`config.mk`:
```
export PLATFORM = sky130hd
export DESIGN_NAME = btn_debounce_repeat
export DESIGN_NICKNAME = d
export VERILOG_FILES = /design/src/rtl/btn_debounce_repeat.sv
export SDC_FILE = /design/constraint.sdc
export NUM_CORES = 1
export LEC_CHECK = 0
export CAP_MARGIN = 20
export CELL_PAD_IN_SITES_DETAIL_PLACEMENT = 0
export CELL_PAD_IN_SITES_GLOBAL_PLACEMENT = 1
export CORE_MARGIN = 2
export CORE_UTILIZATION = 52
export CTS_CLUSTER_DIAMETER = 200
export DETAILED_ROUTE_END_ITERATION = 6
export DONT_BUFFER_PORTS = 1
export GPL_ROUTABILITY_DRIVEN = 0
export HOLD_SLACK_MARGIN = 0.12
export PLACE_DENSITY_LB_ADDON = 0.1
export SYNTH_ARGS = -nofsm -noshare
export SYNTH_HDL_FRONTEND = slang
export SYNTH_SLANG_ARGS = --single-unit
```
`constraint.sdc`:
```
create_clock -name clk -period 5.4 [get_ports clk]
set_clock_uncertainty 0.2 [all_clocks]
set_input_delay 1.08 -clock clk [delete_from_list [all_inputs] [get_ports clk]]
set_output_delay 1.08 -clock clk [all_outputs]
set_load 0.05 [all_outputs]
```
`src/rtl/btn_debounce_repeat.sv`:
```
// Push-button front end: two-flop synchroniser, debounce counter, registered
// press/release pulses and an optional hold-to-auto-repeat pulse stream.
// Optional feature macro: BTN_RPT_EN (defined = build repeat FSM; undefined =
// btn_rpt mirrors btn_pe, one pulse per press).
module btn_debounce_repeat #(
  parameter int unsigned DEBOUNCE_CYC = 1250000,
  parameter int unsigned HOLD_CYC     = 62500000,
  parameter int unsigned REPEAT_CYC   = 12500000
) (
  input  logic clk,
  input  logic reset_p,
  input  logic btn,
  output logic btn_level,
  output logic btn_pe,
  output logic btn_ne,
  output logic btn_rpt
);

  localparam int unsigned DbW = $clog2(DEBOUNCE_CYC + 1);

  logic           s1_q, s2_q;
  logic [DbW-1:0] db_cnt_q, db_cnt_d;
  logic           level_q, level_d;
  logic           pe_q, pe_d;
  logic           ne_q, ne_d;

  // Synchroniser, debounce state and edge pulse registers.
  always_ff @(posedge clk or posedge reset_p) begin
    if (reset_p) begin
      s1_q     <= 1'b0;
      s2_q     <= 1'b0;
      db_cnt_q <= '0;
      level_q  <= 1'b0;
      pe_q     <= 1'b0;
      ne_q     <= 1'b0;
    end else begin
      s1_q     <= btn;
      s2_q     <= s1_q;
      db_cnt_q <= db_cnt_d;
      level_q  <= level_d;
      pe_q     <= pe_d;
      ne_q     <= ne_d;
    end
  end

  // Accept a new level after DEBOUNCE_CYC consecutive cycles of disagreement.
  always_comb begin
    level_d  = level_q;
    db_cnt_d = '0;
    if (s2_q != level_q) begin
      if (db_cnt_q == DbW'(DEBOUNCE_CYC - 1)) begin
        level_d  = s2_q;
        db_cnt_d = '0;
      end else begin
        db_cnt_d = db_cnt_q + DbW'(1);
      end
    end
    // Pulses are registered alongside the level so they coincide with it.
    pe_d = level_d & ~level_q;
    ne_d = ~level_d & level_q;
  end

  assign btn_level = level_q;
  assign btn_pe    = pe_q;
  assign btn_ne    = ne_q;

`ifdef BTN_RPT_EN
  localparam int unsigned RpMax = (HOLD_CYC > REPEAT_CYC) ? HOLD_CYC : REPEAT_CYC;
  localparam int unsigned RpW   = $clog2(RpMax + 1);

  typedef enum logic [1:0] {
    StIdle,
    StHold,
    StRepeat
  } rpt_state_e;

  rpt_state_e     state_q, state_d;
  logic [RpW-1:0] rp_cnt_q, rp_cnt_d;
  logic           rpt_q, rpt_d;

  // Repeat FSM state, counter and pulse register.
  always_ff @(posedge clk or posedge reset_p) begin
    if (reset_p) begin
      state_q  <= StIdle;
      rp_cnt_q <= '0;
      rpt_q    <= 1'b0;
    end else begin
      state_q  <= state_d;
      rp_cnt_q <= rp_cnt_d;
      rpt_q    <= rpt_d;
    end
  end

  // Press pulse, first repeat after HOLD_CYC, then one every REPEAT_CYC.
  // Decisions use the next-state level/pulse so btn_rpt lines up with btn_pe
  // and release wins over a coincident terminal count.
  always_comb begin
    state_d  = state_q;
    rp_cnt_d = rp_cnt_q;
    rpt_d    = 1'b0;
    unique case (state_q)
      StIdle: begin
        rp_cnt_d = '0;
        if (pe_d) begin
          state_d = StHold;
          rpt_d   = 1'b1;
        end
      end
      StHold: begin
        if (!level_d) begin
          state_d  = StIdle;
          rp_cnt_d = '0;
        end else if (rp_cnt_q == RpW'(HOLD_CYC - 1)) begin
          state_d  = StRepeat;
          rp_cnt_d = '0;
          rpt_d    = 1'b1;
        end else begin
          rp_cnt_d = rp_cnt_q + RpW'(1);
        end
      end
      StRepeat: begin
        if (!level_d) begin
          state_d  = StIdle;
          rp_cnt_d = '0;
        end else if (rp_cnt_q == RpW'(REPEAT_CYC - 1)) begin
          rp_cnt_d = '0;
          rpt_d    = 1'b1;
        end else begin
          rp_cnt_d = rp_cnt_q + RpW'(1);
        end
      end
      default: begin
        state_d  = StIdle;
        rp_cnt_d = '0;
      end
    endcase
  end

  assign btn_rpt = rpt_q;
`else
  assign btn_rpt = pe_q;
`endif

endmodule

```
**Word-level counts from Yosys, hierarchy flattened**

Index checks and enable logic that the tools add are counted.

- Register bits: 26
- Bits in latches: 0
- Bits in writable memories: 0
- Bits in read-only memories: 0
- Input bits: 3
- Output and inout bits: 4
- Logic and storage cells: 17
- Memories kept: 0

- $add $sub $neg: 1
- $mul: 0
- Divide/modulo/power cells: 0
- Magnitude comparators: 0
- Equality and inequality tests: 2
- Shift-type cells: 0
- Muxes and demuxes: 4
- Bitwise operators: 4
- Reductions and logical operators: 0

Operators with widths:

| kind | number |
|---|---|
| $mux W21 | 2 |
| $add A21 B1 Y21 const B | 1 |
| $eq A21 B21 Y1 const B | 1 |
| $and A1 B1 Y1 | 2 |
| $mux W1 | 2 |
| $not A1 Y1 | 2 |
| $ne A1 B1 Y1 | 1 |

**Longest topological paths before layout**

Gate-level depths: netlist of run 1.

- Depth in word-level cells: 5
- Mapped depth: 7
- Gate-level depth less buffers: 5

**Worst setup path after synthesis of run 1**

OpenSTA, ideal clock, no wires.

- Path kind: register to output
- Start point: register pe_q (netlist: btn_pe)
- End point: output btn_rpt
- Arrival: 886 ps
- Data required time: 4,120 ps
- Slack: 3,234 ps
- Stages on the path, launching flop included: 2
- Buffers on the path: 1
- Cell sequence: dfrtp_1 > buf_4

RTL lines:

| what | line | source |
|---|---|---|
| from (decl) | 24 | `logic pe_q, pe_d;` |
| from (signal assigned) | 41 | `pe_q <= pe_d;` |
| to (decl) | 16 | `output logic btn_rpt` |

No word-level cell between the ends.

**Worst setup path in the final report of run 1**

- Start point: register pe_q (netlist: btn_pe)
- End point: output btn_rpt

No word-level cell between the ends.

==> results of run 1 <==
metal layers:
| layer | share of wire | vias to the layer above | GRT usage | wire, um |
|---|---|---|---|---|
| met5 | 0 | - | 0 | 0 |
| met4 | 0.015 | 0 | 0.0897 | 32 |
| met3 | 0.015 | 4 | 0.0254 | 31 |
| met2 | 0.45 | 7 | 0.288 | 954 |
| met1 | 0.52 | 387 | 0.247 | 1110 |
| li1 | - | 413 | - | - |
where the power goes:
group	switching [W]	total, W	leakage, nW	internal (W)
Combinational	0.00000715	0.00000954	0.152	0.00000239
Sequential	0.00000244	0.000200	0.356	0.000197
Clock	0.0000548	0.0000960	0.0210	0.0000412
flip-flops by register name (all words and copies together), names as in the netlist:
name,cells
db_cnt_q,21
btn_level,1
btn_ne,1
btn_pe,1
s1_q,1
s2_q,1
stage by stage:
step                total power, W  utilization  std cells  hold slack, ns  cell area (um^2)
floorplan                 0.000212            -        120           0.131              1270
global placement          0.000213        0.559        144           0.133              1260
detailed placement        0.000213        0.559        144           0.148              1260
CTS                       0.000308        0.575        148           0.179              1300
global route              0.000318        0.575        148           0.181              1300
finish                    0.000305        0.575        148           0.176              1300
worst max path at each step:
stage	from	endpoint	slack, ns	cells after the start
after floorplan	btn_pe	btn_rpt	3.23	1
after detailed placement	db_cnt_q[0]	db_cnt_q[20]	3.15	5
after CTS	btn_pe	btn_rpt	2.86	0
after global routing	btn_pe	btn_pe	2.82	0
after global placement	db_cnt_q[0]	db_cnt_q[18]	3.23	5
final	btn_pe	btn_rpt	2.87	0
cell type report:
class	instances	share of cell area
sequential	26	0.502
multi-input combinational	84	0.426
clock buffer	4	0.0280
tap	28	0.0270
inverter	6	0.0174
logic make-up after synthesis:
kind of cell	count (synthesis)	share of synthesized area
AOI/OAI and AO/OA	9	0.0455
adders and majority gates	1	0.00988
DFF	26	0.514
xor gates and xnor gates	16	0.111
muxes	1	0.0119
buffers and inverters	10	0.0504
and+or+nand+nor	57	0.258
cells in the final DEF (no fill, tap or decap):
cell type	netlist	routed
sky130_fd_sc_hd__or4b_2	1	1
sky130_fd_sc_hd__nor4_2	2	2
sky130_fd_sc_hd__xor2_1	4	4
sky130_fd_sc_hd__or3_1	2	2
sky130_fd_sc_hd__nor4_1	2	2
sky130_fd_sc_hd__and3_1	2	2
sky130_fd_sc_hd__nor2_1	19	19
sky130_fd_sc_hd__and2_1	1	1
sky130_fd_sc_hd__or4b_1	1	1
sky130_fd_sc_hd__a21bo_2	1	1
sky130_fd_sc_hd__nor3b_1	2	2
sky130_fd_sc_hd__nand2_1	6	6
sky130_fd_sc_hd__inv_1	6	6
sky130_fd_sc_hd__nand4_1	5	5
sky130_fd_sc_hd__mux2_4	1	1
sky130_fd_sc_hd__a21oi_1	4	4
sky130_fd_sc_hd__o21ai_0	2	2
sky130_fd_sc_hd__nor3_1	5	5
sky130_fd_sc_hd__or4bb_1	1	1
sky130_fd_sc_hd__or4_4	1	1
sky130_fd_sc_hd__nand4_2	2	2
sky130_fd_sc_hd__ha_1	1	1
sky130_fd_sc_hd__clkbuf_4	0	3
sky130_fd_sc_hd__nand3_1	5	5
sky130_fd_sc_hd__dfrtp_1	26	26
sky130_fd_sc_hd__clkbuf_8	0	1
sky130_fd_sc_hd__a31o_2	2	2
sky130_fd_sc_hd__xnor2_1	12	12
==> summary.md, run 1 <==
The top cell type's share of synthesized area is 0.514. Number of nets still failing antenna checks after routing: 0. The measured slew at the worst slew-check pin came out at 0.963 ns.

The tools report the pin count of the biggest net entering global routing as 27. The logs give 0 for the hold-fix buffer count after cts and 7 for the number of I/O pins. For the number of global-route vias before repair, the log shows 851. Worst reg2reg path startpoint: db_cnt_q[0]. For the area of the placeable core, the log shows 2250 um^2. Primary flip-flop cell chosen by synthesis mapping: sky130_fd_sc_hd__dfrtp_1. The tools report the clock sink total as 26.

The library cell with the largest summed area after synthesis is sky130_fd_sc_hd__dfrtp_1. The number of nets handed over by synthesis was 124. The clock-pin slew of the registers on the worst-case setup and hold paths is 0.13 ns. The most frequent cell after synthesis is sky130_fd_sc_hd__dfrtp_1. The global-route congestion overflow total was 0.

The tools report the number of placement rows as 17. The pre-antenna-repair detailed-routing pass consisted of 4 iterations. The vertical die dimension works out to 53.3 um. Counting the buffers created by CTS gives 3. The run finished with clean final reports. The worst setup path is launched from a flip-flop. Mean instance size in the synthesized netlist: 10.6 um^2. Post-CTS repair changed the size of 0 cells.

After detailed routing, the average wire length per cell comes to 14.4 um. The destination of the worst register-to-register timing path was db_cnt_q[20]. Compared with the post-synthesis result, the final layout area differs by 2.37%. The detail-routed via count per cell was 5.48. The number of setup buffers added after CTS is 0. The logs give 1270 um^2 for the mapped cell area and 3740 um for the first-pass GRT wire length. The run gives 0.514 as the share of the yosys chip area belonging to registers.

For this block, the initial DRC count from the detailed router was 12. The wire-length estimate of the detail-placed layout is 1460 um. The tools report the number of pins with negative max-slew slack in the final report as 0. In the final design database the tool counted 125 nets. The layout has 222 filler cells. For this design the ratio of total power to cell area is 235 nW/um^2. The number of failing setup endpoints in the final timing report came out at 0. The clock root buffer is sky130_fd_sc_hd__clkbuf_4. After synthesis, the cell types taking the most area are sky130_fd_sc_hd__dfrtp_1 51%, sky130_fd_sc_hd__xnor2_1 8.3%, sky130_fd_sc_hd__nor2_1 5.6%, sky130_fd_sc_hd__xor2_1 2.8%, sky130_fd_sc_hd__buf_6 2.7%.

The cell count after synthesis came out at 120. The synthesized design contains 26 register bits. The tools report the overall fraction of global-route tracks in use as 0.184. The setup path with the least slack is of type reg -> out. During synthesis, Yosys emitted a total of 0 warnings.

Worst slew margin relative to its limit: 0.357. The commonest cells after synthesis are 26 x sky130_fd_sc_hd__dfrtp_1, 19 x sky130_fd_sc_hd__nor2_1, 12 x sky130_fd_sc_hd__xnor2_1. The fraction of final layout cells sized beyond drive strength 1 was 0.117; the final-layout setup total negative slack was 0 ns. The quantity of I/O buffers inserted on ports is 0. The run gives 0 as the total of max-cap violations. The post-route minimum period was 2.53 ns.

The logs give 0.395 GHz for the achievable frequency and 0 for the initial antenna violation count. The share of the clock period used by the worst path was 0.468. The source-to-sink clock delay at the later pin of the worst-skew pair is 0.31 ns, and the hold path depth is 0. For the area of the die, the log shows 2850 um^2.

Along the worst path, the maximum fanout reaches 2. The startpoint identified for the worst hold timing path is s1_q. 0 antenna diodes ended up in the layout. The starting utilization of the core area is 0.562, and the deepest clock path buffer count is 2. The leakage power total is 0.530 nW.

STA puts the critical path data arrival time at 1.25 ns. STA classifies the critical path endpoint as a primary output. After layout, the worst setup slack is 2.87 ns.

The number of enable-type register cells in the synthesized netlist was 0. Across all register-to-register paths, the minimum setup slack is 3.13 ns. The worst register-to-register path has a depth of 5. Residual DRC count: 0. H-tree level count: 1. Setup repair after global routing left no endpoint under its margin. TritonCTS built the clock tree. The run gives 0 as the final hold violation count. The synthesized netlist contains 28 unique library cells. The width of the die was 53.3 um; the sequential standard cell area was 651 um^2.

Timing analysis after detailed placement gives a worst setup slack of 3.15 ns. Data on the critical path is required at its endpoint by 4.12 ns. The tools report the end point of the most critical hold path as s2_q.

Class of the tightest hold or removal check: reg -> reg. The run gives 0.000173 V as the worst-case vdd ir drop. The post-synthesis async set-or-reset flop share is 1.00, and the count of vias placed by the detailed router is 811. In the final layout, the multi-input gates occupy 552 um^2.

For the total wirelength of the detailed-routed design, the log shows 2130 um.
No activity file was read; power rests on OpenSTA's default activity.
==> run 2, diff against run 1 <==
Settings changed: ABC_AREA set to 1, CORE_UTILIZATION 52 to 41.
Clock period 5.4 ns to 2.3 ns, I/O delays scaled along.
==> run 2 against run 1 <==
Against the previous run:
- utilization down 11 points
- combinational power rose to 3.5 times the previous value
- worst hold slack worse by 0.0051 ns
- critical path depth up 6
- largest power group unchanged
- highest routed layer unchanged
==> summary.md, run 2 <==
The H-tree level count was 1 (unchanged). Clock root buffer: sky130_fd_sc_hd__clkbuf_4 (unchanged). For this run, the top clock speed supported by timing is 0.551 GHz. The quantity of I/O buffers inserted on ports was 0 (unchanged). In this design, the largest share of critical-path delay is due to simple AND/OR/NAND/NOR gates.

The tools report the initial antenna violation count as 0 (unchanged). Primary flip-flop cell chosen by synthesis mapping: sky130_fd_sc_hd__dfrtp_1 (unchanged). The most used cell along the critical path is sky130_fd_sc_hd__nor2_1. The tools report the total of max-cap violations as 0 (unchanged). The register bank with the most flops is db_cnt_q (unchanged). Most frequent cells in the layout: 47 x sky130_fd_sc_hd__nor2_1, 33 x sky130_fd_sc_hd__nand2_1, 26 x sky130_fd_sc_hd__dfrtp_1 (was 26 x sky130_fd_sc_hd__dfrtp_1, 19 x sky130_fd_sc_hd__nor2_1, 12 x sky130_fd_sc_hd__xnor2_1).

Source-to-sink clock delay at the later pin of the worst-skew pair: 0.32 ns (was 0.31 ns). The number of I/O pins is 7 (unchanged), and the overall fraction of global-route tracks in use is 0.177 (was 0.184). The class of the tightest hold or removal check is reg -> reg (unchanged). The tools report the area of the placeable core as 3280 um^2 (was 2250 um^2). The HPWL after detailed placement was 2180 um (was 1460 um); the count of cell instances traversed by the critical path was 6 (was 0). For the area of the die, the log shows 3830 um^2 (was 2850 um^2). Post-synthesis instance total: 180 (was 120). The slowest cell on the critical path is sky130_fd_sc_hd__dfrtp_1. Kind of capture point of the worst setup path: a flip-flop (was a primary output).

The starting utilization of the core area is 0.419 (was 0.562). For the total inserted antenna cells, the log shows 0 (unchanged). The relative area change from synthesis to final layout is 9.92% (was 2.37%). The total power density per cell area is 485 nW/um^2 (was 235 nW/um^2). The number of failing setup endpoints in the final timing report was 0 (unchanged); the clock sink total was 26 (unchanged). The logs give 4 (unchanged) for the number of search-and-repair iterations in the first detailed-routing pass and 0.508 ns (was 3.15 ns) for the pre-CTS setup slack.

The logs give 0 ns (unchanged) for the final-layout setup total negative slack and 1.83 ns (was 1.25 ns) for the arrival time of the worst setup path. The highest cell delay on the worst timing path came out at 0.40 ns. The worst slew margin relative to its limit is 0.699 (was 0.357), and the largest fanout on the critical path is 10 (was 2). The number of nets still failing antenna checks after routing was 0 (unchanged); the mean instance size in the synthesized netlist was 7.64 um^2 (was 10.6 um^2). The logs give 1101 (was 811) for the count of vias placed by the detailed router and 2830 um (was 2130 um) for the total wirelength of the detailed-routed design. The vertical die dimension works out to 61.9 um (was 53.3 um). The detail-routed via count per cell works out to 4.69 (was 5.48). The share of the yosys chip area belonging to registers came out at 0.473 (was 0.514). For the leakage power total, the log shows 0.633 nW (was 0.530 nW). The hold path depth is 0 (unchanged), and the number of violations reported at the end of detailed-routing iteration 0 is 29 (was 12). Commonest cells post-synth: 47 x sky130_fd_sc_hd__nor2_1, 33 x sky130_fd_sc_hd__nand2_1, 26 x sky130_fd_sc_hd__dfrtp_1 (was 26 x sky130_fd_sc_hd__dfrtp_1, 19 x sky130_fd_sc_hd__nor2_1, 12 x sky130_fd_sc_hd__xnor2_1). The run gives 0 (unchanged) as the yosys synthesis warning count. The final hold violation count came out at 0 (unchanged). The number of synthesized register bits is 26 (unchanged). The number of global-route vias before repair is 1066 (was 851). Most frequent cell after synthesis: sky130_fd_sc_hd__nor2_1 (was sky130_fd_sc_hd__dfrtp_1). The clock buffer count from CTS is 3 (unchanged). Width of the die: 61.9 um (was 53.3 um). The tools report the kind of start point of the critical path as a flip-flop (unchanged). The share of the clock period used by the worst path came out at 0.789. The number of cells on the worst reg-to-reg path was 6 (was 5). Library cell with the largest summed area after synthesis: sky130_fd_sc_hd__dfrtp_1 (unchanged). The first-pass GRT wire length was 4880 um (was 3740 um); the flip-flop count of the largest register after layout was 21 (unchanged). The post-CTS setup repair buffer count is 0 (unchanged). The flow ran to the end, and the final reports show no timing, DRC or antenna violations.

The startpoint-to-endpoint class of the critical path was reg -> reg (was reg -> out). Traced cell by cell, the critical path runs through ha_1 -> nand3_1 -> nor2_1 -> nand3_2 -> nand2_2 -> nor2_1. The measured slew at the worst slew-check pin was 0.452 ns (was 0.963 ns). The setup slack of the most critical reg-to-reg path was 0.49 ns (was 3.13 ns); the global-route congestion overflow total was 0 (unchanged). End point of the most critical hold path: s2_q (unchanged). Net count of the finished layout: 194 (was 125). Cell types occupying the most area after synthesis: sky130_fd_sc_hd__dfrtp_1 47%, sky130_fd_sc_hd__nor2_1 13%, sky130_fd_sc_hd__nand2_1 9.0%, sky130_fd_sc_hd__inv_1 6.0%, sky130_fd_sc_hd__xor2_1 5.7% (was sky130_fd_sc_hd__dfrtp_1 51%, sky130_fd_sc_hd__xnor2_1 8.3%, sky130_fd_sc_hd__nor2_1 5.6%, sky130_fd_sc_hd__xor2_1 2.8%, sky130_fd_sc_hd__buf_6 2.7%). Setup repair after global routing left no endpoint under its margin.

The number of library cell types mapped by synthesis was 21 (was 28). Most frequent standard cell in the layout excluding fill and tap cells: sky130_fd_sc_hd__nor2_1 (was sky130_fd_sc_hd__dfrtp_1). Mapped cell area: 1380 um^2 (was 1270 um^2).

The destination of the worst register-to-register timing path was db_cnt_q[11] (was db_cnt_q[20]). Deepest clock path buffer count: 2 (unchanged). Worst reg2reg path startpoint: db_cnt_q[0] (unchanged).

The clock-pin slew of the registers on the worst-case setup and hold paths is 0.14 ns (was 0.13 ns), and the fraction of final layout cells sized beyond drive strength 1 is 0.0899 (was 0.117). The run gives 21 (was 17) as the number of placement rows. The run gives 184 (was 124) as the synthesized net count.

TritonCTS built the clock tree. The post-synthesis async set-or-reset flop share was 1.00 (unchanged); the slack of the critical path was 0.486 ns (was 2.87 ns). The number of enable-type register cells in the synthesized netlist was 0 (unchanged). The worst-case vdd ir drop is 0.000254 V (was 0.000173 V), and the post-route minimum period is 1.81 ns. The post-route worst hold slack was 0.171 ns (was 0.176 ns); the residual DRC count was 0 (unchanged). Pin count of the biggest net entering global routing: 27 (unchanged). The hold path startpoint is s1_q (unchanged). The number of buffers and inverters on the critical path is 0. The number of pins with negative max-slew slack in the final report is 0 (unchanged). The top cell type's share of synthesized area was 0.473 (was 0.514); the required time reported for the critical path endpoint was 2.32 ns (was 4.12 ns). The number of fillers in the final layout is 355 (was 222), and the detail-routed net length per standard cell is 12.0 um (was 14.4 um).
-- run 2: cell count changes after synthesis, moves of 3 or more --
cell                      delta
sky130_fd_sc_hd__inv_1      +16
sky130_fd_sc_hd__nand2_2     +3
sky130_fd_sc_hd__buf_6       -3
sky130_fd_sc_hd__nand2_1    +27
sky130_fd_sc_hd__nand3_1    +10
sky130_fd_sc_hd__xor2_1      +5
sky130_fd_sc_hd__xnor2_1    -11
sky130_fd_sc_hd__nor2_1     +28
-- run 2: stage by stage --
step | cells | cell area, um^2 | power, W | utilization
after floorplan | 180 | 1380 | 0.000497 | -
after global placement | 229 | 1460 | 0.000508 | 0.443
after detailed placement | 229 | 1460 | 0.000508 | 0.443
after CTS | 235 | 1510 | 0.000743 | 0.460
after global routing | 235 | 1510 | 0.000771 | 0.460
final | 235 | 1510 | 0.000733 | 0.460
-- run 2: worst max-delay path by stage --
stage	from	endpoint	slack [ns]
after floorplan	btn_level	db_cnt_q[11]	0.61
after global placement	db_cnt_q[0]	db_cnt_q[12]	0.54
after detailed placement	db_cnt_q[0]	db_cnt_q[11]	0.51
after CTS	db_cnt_q[0]	db_cnt_q[11]	0.48
after global routing	db_cnt_q[0]	db_cnt_q[11]	0.34
final	db_cnt_q[0]	db_cnt_q[11]	0.49
-- run 2: layout make-up --
cell class                      count  area (um^2)  area share
Sequential cell                    26          651       0.430
Multi-Input combinational cell    130          631       0.417
Inverter                           23         86.3      0.0571
Tap cell                           46         57.6      0.0381
Timing Repair Buffer                6         50.0      0.0331
Clock buffer                        4         36.3      0.0240
-- run 2: what timing repair did --
item | 4_1_cts | 5_1_grt
hold buffers | 2 | 0
resized for setup | 0 | 0
endpoints found under the hold margin | 27 | 0
-- run 2: power by group --
part | total (W) | switching [W] | internal [W]
combinational | 0.0000338 | 0.0000234 | 0.0000104
sequential | 0.000467 | 0.00000423 | 0.000463
clock | 0.000232 | 0.000135 | 0.0000968
total | 0.000733 | 0.000163 | 0.000570
-- run 2: routing by layer --
metal | global-route usage | vias to the layer above | routed length [um]
met2 | 0.275 | 14 | 1260
met1 | 0.258 | 511 | 1460
li1 | - | 574 | -
met3 | 0.0228 | 2 | 84
met4 | 0.0547 | 0 | 23
met5 | 0 | - | 0
-- run 2: kinds of logic after synthesis --
group / count (synthesis) / synth area share
and+or+nand+nor: 113 / 0.362
DFF: 26 / 0.473
buffers and inverters: 24 / 0.0682
xor gates and xnor gates: 10 / 0.0637
AOI/OAI and AO/OA: 6 / 0.0237
adders and majority gates: 1 / 0.00910
==> run 3, diff against run 2 <==
Settings changed: ABC_AREA 1 to 0, CORE_UTILIZATION 41 to 44.
Clock period 2.3 ns to 1.65 ns, I/O delays scaled along.
==> run 3 against run 2 <==
Against the previous run:
- the run now ends with setup timing left
- global-route usage up 0.31 points
- combinational power increased by 110%
- non-clock buffer count grew 30
- flip-flop and latch count is the same
- die area decreased by 13%
- register-to-register slack lost 0.87 ns
- design area increased by 12%
- power grew 58%
==> summary.md, run 3 (same netlist as run 1, synthesis figures left out) <==
The run finished, with violations left. The final reports fail on setup timing. The tools report the overall fraction of global-route tracks in use as 0.180 (was 0.177). The relative area change from synthesis to final layout was 33.2% (was 9.92%).

The capturing element of the worst setup path was btn_level (was db_cnt_q[11]). The clock buffer count from CTS was 3 (unchanged); the H-tree level count was 1 (unchanged). The tools report the HPWL after detailed placement as 1900 um (was 2180 um). Kind of capture point of the worst setup path: a flip-flop (unchanged). The combined buffer and inverter count along the critical path works out to 0 (unchanged). The tools report the kind of start point of the critical path as a flip-flop (unchanged).

The most frequent standard cell in the layout excluding fill and tap cells was sky130_fd_sc_hd__buf_4 (was sky130_fd_sc_hd__nor2_1). The share of the clock period used by the worst path is 1.23 (was 0.789), and the clock sink total is 26 (unchanged). The total chip power came out at 0.00116 W (was 0.000733 W). The source-to-sink clock delay at the later pin of the worst-skew pair is 0.32 ns (about the same), and the number of global-route vias before repair is 996 (was 1066).

Area of the die: 3320 um^2 (was 3830 um^2). For the area of the placeable core, the log shows 2730 um^2 (was 3280 um^2). The destination of the worst register-to-register timing path is btn_level (was db_cnt_q[11]). The summed area of non-filler cells in the final layout was 1690 um^2 (was 1510 um^2).

Most frequent cells in the layout: 30 x sky130_fd_sc_hd__buf_4, 26 x sky130_fd_sc_hd__dfrtp_1, 17 x sky130_fd_sc_hd__nor2_1 (was 47 x sky130_fd_sc_hd__nor2_1, 33 x sky130_fd_sc_hd__nand2_1, 26 x sky130_fd_sc_hd__dfrtp_1). The vertical die dimension is 57.6 um (was 61.9 um). The tools report the number of search-and-repair iterations in the first detailed-routing pass as 4 (unchanged). The clock-pin slew of the registers on the worst-case setup and hold paths came out at 0.15 ns (was 0.14 ns). The highest cell delay on the worst timing path was 0.55 ns (was 0.40 ns). The cell type group with the largest total delay on the critical path was simple AND/OR/NAND/NOR gates (unchanged). Initial antenna violation count: 0 (unchanged). The largest fanout on the critical path came out at 4 (was 10). The logs give -7.73 ns (was 0 ns) for the final-layout setup total negative slack and 0 (unchanged) for the total of max-cap violations. TritonCTS built the clock tree.

The tools report the worst-case vdd ir drop as 0.000648 V (was 0.000254 V). The slack of the critical path is -0.383 ns (was 0.486 ns), and the count of vias placed by the detailed router is 952 (was 1101). The total wirelength of the detailed-routed design is 2640 um (was 2830 um). Measured slew at the worst slew-check pin: 0.437 ns (was 0.452 ns).

The run gives 0.463 (was 0.419) as the starting utilization of the core area. Post-route minimum period: 2.03 ns (was 1.81 ns). The total power density per cell area was 689 nW/um^2 (was 485 nW/um^2). The flip-flop count of the largest register after layout works out to 21 (unchanged).

The tools report the worst reg2reg path startpoint as db_cnt_q[11] (was db_cnt_q[0]). The number of pins with negative max-slew slack in the final report was 0 (unchanged); the number of cells on the worst reg-to-reg path was 4 (was 6). The final hold violation count is 0 (unchanged).

Number of violations reported at the end of detailed-routing iteration 0: 25 (was 29). The count of cell instances traversed by the critical path was 4 (was 6). The residual DRC count was 0 (unchanged). Register bank with the most flops: db_cnt_q (unchanged).

The run gives 0 (unchanged) as the number of nets still failing antenna checks after routing. The global-route congestion overflow total was 0 (unchanged); the number of I/O pins was 7 (unchanged). The width of the die works out to 57.6 um (was 61.9 um).

The first-pass GRT wire length was 4570 um (was 4880 um). For the achievable frequency, the log shows 0.492 GHz (was 0.551 GHz). Post-layout utilization of the core: 0.617 (was 0.460). The run gives 23 (was 0) as the number of failing setup endpoints in the final timing report. The leakage power total is 0.748 nW (was 0.633 nW), and the pin count of the biggest net entering global routing is 16 (was 27). The quantity of I/O buffers inserted on ports came out at 0 (unchanged). The tools report the standard cell area after detailed placement as 1550 um^2 (was 1460 um^2). The clock root buffer is sky130_fd_sc_hd__clkbuf_4 (unchanged). The class of the tightest hold or removal check is reg -> reg (unchanged). The detail-routed via count per cell was 5.09 (was 4.69); the worst slew margin relative to its limit was 0.709 (was 0.699). The slowest cell on the critical path is sky130_fd_sc_hd__or4bb_1 (was sky130_fd_sc_hd__dfrtp_1). The tools report the setup slack of the most critical reg-to-reg path as -0.38 ns (was 0.49 ns).

For the total inserted antenna cells, the log shows 0 (unchanged). The run gives 1.68 ns (was 2.32 ns) as the required time reported for the critical path endpoint. Deepest clock path buffer count: 2 (unchanged). The startpoint of the worst setup timing path is db_cnt_q[11] (was db_cnt_q[0]). Crit path cell chain: or4bb_1 -> nor4_4 -> nand2_2 -> mux2_4 (was ha_1 -> nand3_1 -> nor2_1 -> nand3_2 -> nand2_2 -> nor2_1).

Setup repair after global routing could not meet its margin everywhere. The net count of the finished layout was 161 (was 194); the detail-routed net length per standard cell was 14.1 um (was 12.0 um). The startpoint-to-endpoint class of the critical path is reg -> reg (unchanged). The fraction of final layout cells sized beyond drive strength 1 is 0.378 (was 0.0899).

The run gives 2.06 ns (was 1.83 ns) as the arrival time of the worst setup path. The number of placement rows came out at 19 (was 21).
[run 3: changes by cell type in the layout (fill, tap and decap cells not counted), sizes merged, moves of 4 or more]
cell / change
buf: +30
nand3: -11
xnor2: +11
inv: -17
nor2: -32
nand2: -30
nand4: +4
xor2: -5
nor4: +4
[run 3: worst min path at each step]
stage          startpoint     end  slack (ns)  cells past startpoint
6_report             s1_q    s2_q        0.17                      0
2_1_floorplan        s1_q    s2_q        0.13                      0
5_1_grt              s1_q    s2_q        0.17                      0
3_3_place_gp      reset_p  btn_pe        0.04                      2
3_5_place_dp      reset_p  btn_pe        0.05                      2
4_1_cts              s1_q    s2_q        0.17                      0
[run 3: power breakdown]
part	internal, W	switching (W)	total, W
registers	0.000646	0.00000896	0.000655
logic	0.0000349	0.0000345	0.0000694
clock network	0.000246	0.000192	0.000437
total	0.000926	0.000235	0.00116
[run 3: timing repair]
item / in CTS / in global routing
hold buffers: 2 / 0
endpoints found under the hold margin: 27 / 0
setup buffers: 1 / 0
gates resized for setup: 9 / 6
endpoints found under the setup margin: 23 / 23
pin swaps: 6 / 3
[run 3: cell type report]
type / count / area (um^2)
clock buffers: 3 / 22.5
clock inverters: 1 / 30.0
fillers: 226 / 1050
inverters: 6 / 22.5
multi-input cells: 84 / 623
flip-flops and latches: 26 / 651
well taps: 31 / 38.8
repair buffers: 36 / 299
[run 3: routing by layer]
layer,vias to the layer above,GRT usage,wire length [um]
met3,2,0.0313,93
met4,0,0.0664,18
met1,453,0.256,1280
met5,-,0,0
met2,15,0.278,1250
li1,482,-,-
[run 3: metrics by stage]
| stage | hold WS (ns) | std cells | setup slack (ns) |
|---|---|---|---|
| detailed placement | 0.0544 | 180 | -0.397 |
| floorplan | 0.131 | 120 | -0.309 |
| global route | 0.175 | 187 | -0.420 |
| finish | 0.170 | 187 | -0.383 |
| CTS | 0.172 | 187 | -0.354 |
| global placement | 0.0395 | 180 | -0.344 |
